File: config.mk
export PLATFORM = sky130hd
export DESIGN_NAME = mac_accumulator
export DESIGN_NICKNAME = d
export VERILOG_FILES = /design/src/rtl/mac_accumulator.sv
export SDC_FILE = /design/constraint.sdc
export NUM_CORES = 1
export LEC_CHECK = 0
export CAP_MARGIN = 40
export CORE_ASPECT_RATIO = 1.5
export CORE_MARGIN = 1.5
export CORE_UTILIZATION = 30
export CTS_BUF_LIST = sky130_fd_sc_hd__clkbuf_16
export CTS_CLUSTER_SIZE = 20
export DETAILED_ROUTE_END_ITERATION = 8
export PLACE_DENSITY = 0.55
export SYNTH_ARGS = -nofsm -noshare
export SYNTH_HDL_FRONTEND = slang
export SYNTH_SLANG_ARGS = --single-unit
File: constraint.sdc
create_clock -name clk_i -period 4.01 [get_ports clk_i]
set_input_delay 0.6015 -clock clk_i [delete_from_list [all_inputs] [get_ports clk_i]]
set_output_delay 0.6015 -clock clk_i [all_outputs]
set_load 0.02 [all_outputs]
File: src/rtl/mac_accumulator.sv
// ============================================================================
// mac_accumulator : bias-initialised saturating MAC with round/ReLU/clamp
// Rev 1.0 - initial release
// ============================================================================
`default_nettype none

module mac_accumulator #(
   parameter int PROD_W = 16,
   parameter int ACC_W  = 32,
   parameter int OUT_W  = 8,
   parameter int SHIFT  = 8
) (
   input  logic              clk_i,
   input  logic              rst_i,
   input  logic              start_i,
   input  logic [ACC_W-1:0]  bias_i,
   input  logic              prod_valid_i,
   input  logic [PROD_W-1:0] prod_i,
   input  logic              last_i,
   output logic              prod_ready_o,
   output logic              out_valid_o,
   input  logic              out_ready_i,
   output logic [OUT_W-1:0]  out_o,
   output logic              busy_o,
   output logic              ovf_o,
   output logic [15:0]       cnt_o
);

   typedef enum logic [1:0] {
      S_IDLE  = 2'd0,
      S_ACCUM = 2'd1,
      S_ROUND = 2'd2,
      S_OUT   = 2'd3
   } state_t;

   localparam logic signed [ACC_W-1:0] c_acc_max = {1'b0, {(ACC_W-1){1'b1}}};
   localparam logic signed [ACC_W-1:0] c_acc_min = {1'b1, {(ACC_W-1){1'b0}}};
   localparam logic signed [ACC_W:0]   c_rnd     = {{ACC_W{1'b0}}, 1'b1} << (SHIFT-1);
   localparam logic signed [ACC_W:0]   c_out_max = {{(ACC_W+1-OUT_W){1'b0}}, {OUT_W{1'b1}}};

   state_t                   state_q, state_d;
   logic signed [ACC_W-1:0]  acc_q, acc_d;
   logic [15:0]              cnt_q, cnt_d;
   logic                     ovf_q, ovf_d;
   logic [OUT_W-1:0]         out_q, out_d;

   logic signed [ACC_W:0]    w_prod_ext;
   logic signed [ACC_W:0]    w_sum;
   logic                     w_sum_ovf;
   logic signed [ACC_W-1:0]  w_sum_sat;
   logic signed [ACC_W:0]    w_rnd_sum;
   logic signed [ACC_W:0]    w_r;
   logic [OUT_W-1:0]         w_requant;

   // One guard bit: the two top bits disagree exactly when the sum left the ACC_W range.
   assign w_prod_ext = {{(ACC_W+1-PROD_W){prod_i[PROD_W-1]}}, prod_i};
   assign w_sum      = {acc_q[ACC_W-1], acc_q} + w_prod_ext;
   assign w_sum_ovf  = w_sum[ACC_W] ^ w_sum[ACC_W-1];
   assign w_sum_sat  = !w_sum_ovf ? w_sum[ACC_W-1:0]
                     : (w_sum[ACC_W] ? c_acc_min : c_acc_max);

   assign w_rnd_sum  = {acc_q[ACC_W-1], acc_q} + c_rnd;
   assign w_r        = w_rnd_sum >>> SHIFT;

   always_comb begin
      w_requant = w_r[OUT_W-1:0];
      if (w_r[ACC_W]) begin
         w_requant = '0;
      end else if (w_r > c_out_max) begin
         w_requant = {OUT_W{1'b1}};
      end
   end

   always_comb begin
      state_d = state_q;
      acc_d   = acc_q;
      cnt_d   = cnt_q;
      ovf_d   = ovf_q;
      out_d   = out_q;
      case (state_q)
         S_IDLE: begin
            if (start_i) begin
               acc_d   = bias_i;
               cnt_d   = '0;
               ovf_d   = 1'b0;
               state_d = S_ACCUM;
            end
         end
         S_ACCUM: begin
            if (prod_valid_i) begin
               acc_d = w_sum_sat;
               cnt_d = cnt_q + 16'd1;
               if (w_sum_ovf) begin
                  ovf_d = 1'b1;
               end
               if (last_i) begin
                  state_d = S_ROUND;
               end
            end
         end
         S_ROUND: begin
            out_d   = w_requant;
            state_d = S_OUT;
         end
         S_OUT: begin
            if (out_ready_i) begin
               state_d = S_IDLE;
            end
         end
         default: state_d = S_IDLE;
      endcase
   end

   always_ff @(posedge clk_i) begin
      if (rst_i) begin
         state_q <= S_IDLE;
         acc_q   <= '0;
         cnt_q   <= '0;
         ovf_q   <= 1'b0;
         out_q   <= '0;
      end else begin
         state_q <= state_d;
         acc_q   <= acc_d;
         cnt_q   <= cnt_d;
         ovf_q   <= ovf_d;
         out_q   <= out_d;
      end
   end

   assign prod_ready_o = (state_q == S_ACCUM);
   assign out_valid_o  = (state_q == S_OUT);
   assign busy_o       = (state_q != S_IDLE);
   assign ovf_o        = ovf_q;
   assign cnt_o        = cnt_q;
   assign out_o        = out_q;

endmodule

`default_nettype wire

==> results of run 1 <==
[flip-flops by register name, summed over array words and instances (netlist names)]
name and count:
state_q 2, acc_q 32, cnt_o 16, out_o 8, ovf_o 1
[metal layers]
layer | wire length [um] | global-route usage
met4 | 905 | 0.111
met1 | 6900 | 0.206
met3 | 719 | 0.0272
met5 | 0 | 0
met2 | 8820 | 0.352
[placed cells by master (no fill, tap or decap), types with 14 or more instances in the layout]
cell	netlist	routed
a211oi_1	15	15
a21o_1	20	20
a21oi_1	90	89
buf_4	1	29
clkdlybuf4s50_1	0	81
dfxtp_1	59	59
ha_1	39	39
inv_1	20	21
nand2_1	57	57
nand2b_1	16	16
nand3_1	27	27
nand4_1	14	14
nor2_1	61	61
nor3_1	16	16
o211ai_1	14	14
o21ai_0	57	57
or3_1	15	15
xnor2_1	21	21
xor2_1	26	26
[power by group]
group	internal, mW	leakage [nW]	switching [mW]
clock	0.473	0.145	0.282
combinational	1.33	1.96	1.99
sequential	0.769	0.484	0.271
[per-stage QoR]
| step | total power, mW | hold slack, ns | utilization | setup slack (ns) |
|---|---|---|---|---|
| final | 5.11 | 0.454 | 0.393 | 0.368 |
| after global routing | 5.53 | 0.480 | 0.393 | 0.187 |
| after CTS | 5.13 | 0.451 | 0.393 | 0.385 |
| after detailed placement | 4.36 | 0.442 | 0.376 | 0.0291 |
| after global placement | 4.35 | 0.437 | 0.376 | 0.128 |
| after floorplan | 3.31 | 0.440 | - | 1.01 |
[logic make-up (layout without fill, tap and decap cells)]
logic type	Yosys count	count (layout)	share of synthesized area
compound gates	260	260	0.311
xor+xnor	47	47	0.0790
fa+ha+maj	41	41	0.0996
buf+inv	56	148	0.0473
flops	59	59	0.227
mux	3	3	0.00576
simple gates	238	238	0.231
[worst reg2reg max path, cell delays in order (launching register included)]
cell and delay [ns]:
dfxtp_1 0.50, ha_1 0.35, a21oi_1 0.26, o21ai_0 0.15
a221oi_2 0.30, a21oi_1 0.16, o211ai_2 0.26, a21boi_1 0.20
o21ai_2 0.68, o21ai_1 0.15, a221oi_1 0.27
[layout make-up]
class | count | share of cell area
Multi-Input combinational cell | 589 | 0.570
Tap cell | 210 | 0.0395
Clock inverter | 7 | 0.00904
Inverter | 21 | 0.0119
Sequential cell | 59 | 0.178
Timing Repair Buffer | 111 | 0.158
Clock buffer | 9 | 0.0339
[final timing paths]
check / endpoint / depth (start not counted)
max: acc_q[26] / 14
min: ovf_o / 2
max reg2reg: acc_q[26] / 10
min reg2reg: ovf_o / 2
==> summary.md, run 1 <==
| Metric | Value |
|---|---|
| Status | complete, no violations |
| First-pass GRT wire length | ~27000 um |
| Mean Syn Cell Area | 7.40 sq um |
| CTS buffer count | 9 |
| Pin count of the biggest net entering global routing | 41 |
| Seq. cell area | between 1000 and 1500 sq um |
| Slew Viols, Final | 0 |
| Worst Setup SP | prod_i[0] |
| Via Count | 5487 |
| Worst hold path type | reg2reg |
| CTS Sinks | 59 |
| Layout Nets | 885 |
| Cts repair resizes | 0 |
| DRC violations left | 0 |
| WP data arrival | 3.88 ns |
| Setup Crit Path Kind | in2reg |
| Most frequent cell after synthesis | a21oi_1 |
| Synth Instances | roughly 700 |
| Die X | around 110 um |
| Ports | 82 |
| Final WL | 17400 um |
| Yosys top cell area share | 0.227 |
| RSZ-0062 raised after global routing | false |
| Port Buffer Count | 81 |
| Max Clock Skew | roughly 0.0063 ns |
| RePlAce Congestion | roughly 0.9 |
| Routed Antenna Nets | 0 |
| Clk_lat worst skew | roughly 0.34 ns |
| Grt ovf | 0 |
| Syn Std Cell Area | 5210 sq um |
| Setup violations, final | 0 |
| Final hold viol count | 0 |
| Critical Path Slowest Stage Cell | clkdlybuf4s50_1 |
| Fin cells | 1006 |
| GRT Overall Usage | 0.190 |
| Ys flop type | dfxtp_1 |
| Antenna violations before repair | 0 |
| Slew @ Worst Pin | slightly below 0.8 ns |
| Commonest cells in the netlist | a21oi_1 (90), nor2_1 (61), dfxtp_1 (59) |
| Number of global-route vias before repair | approximately 5500 |
| Achievable clock frequency | between 0.2 and 0.3 GHz |
| Netlist cell types | 67 |
| Row cnt | just under 60 |
| Worst Setup End Kind | register |
| Critical path's top delay family | compound AO/OA/AOI/OAI gates |
| Crit-path cells | clkdlybuf4s50_1 -> ha_1 -> inv_1 -> fa_1 -> nand2b_1 -> a21oi_1 -> o21a_1 -> a2111oi_4 -> nor3_4 -> nor2_4 -> buf_4 -> o21ai_2 -> o21ai_1 -> a221oi_1 |
| Clock-pin slew on the worst setup and hold paths | about 0.050 ns |
| Die area | between 15000 and 20000 sq um |
| Crit Path Max Fanout | 21 |
| Setup TNS | 0 ns |
| Vias per inst | 5.45 |
| Post-synthesis register bit count | 59 |
| Post-CTS setup buffer count | 0 |
| Final instance area | ~6600 sq um |
| Drt pass-1 iters | 5 |
| Drt wl/cell | ~17 um |
| Relative slew slack | 0.473 |
| Pleak | approximately 2.6 nW |
| Synth-to-layout area growth | 27.5% |
| CTS Hold Bufs | 0 |
| H-tree depth | 3 |
| CP Data Required Time | between 4 and 5 ns |
| Root buffer cell | clkbuf_16 |
| Initial Utilization | 0.308 |
| Fillcell total | between 1500 and 2000 |
| Reg-to-Reg Start | acc_q[10] |
| Syn nets | between 700 and 800 |
| Syn. warnings | 0 |
| Ratio of cells with drive above 1 in the final layout | 0.0779 |
| Final Cycle Share | 0.908 |
| CP startpoint kind | input port |
| Chip Height | 164 um |
| Pwr/cell area | 770 nW/um^2 |
| Hold path start | ovf_o |
| Slowest stage delay, CP | roughly 0.46 ns |
| DP Cell Count | 990 |
| VDD IR-drop max | 290 uV |
| Post-DP Area | ~6400 sq um |
| Crit path buffers/inverters | 3 |
| CTS tree | done |
| Minimum clock period | 3.64 ns |
| Clock buffer depth | 2 |
| Reg2reg setup slack | approximately 0.63 ns |
| Main area contributors after synthesis | dfxtp_1 (23%), ha_1 (9.4%), a21oi_1 (8.6%) |
| Post-DP HPWL | 13600 um |
| Area of the core | approximately 17000 sq um |
| Ys async rst share | 0 |
| Register area share after synthesis | 0.227 |
| Starting DRT DRC Count | approximately 300 |
| Post-synth EDFFs | 0 |
| Multi-input gate area | ~3800 sq um |
| Area leader, netlist | dfxtp_1 |
| MaxCap Viol Count | 0 |
| Ant diodes | 0 |
No activity file was read; power rests on OpenSTA's default activity.
==> run 2, diff against run 1 <==
--- a/config.mk
+++ b/config.mk
@@ -12,6 +12,7 @@
 export CTS_BUF_LIST = sky130_fd_sc_hd__clkbuf_16
 export CTS_CLUSTER_SIZE = 20
 export DETAILED_ROUTE_END_ITERATION = 8
+export HOLD_SLACK_MARGIN = 0.1
 export PLACE_DENSITY = 0.55
 export SYNTH_ARGS = -nofsm -noshare
 export SYNTH_HDL_FRONTEND = slang
==> results of run 2 <==
No change in the layout: final DEF, timing and power equal those of run 1.
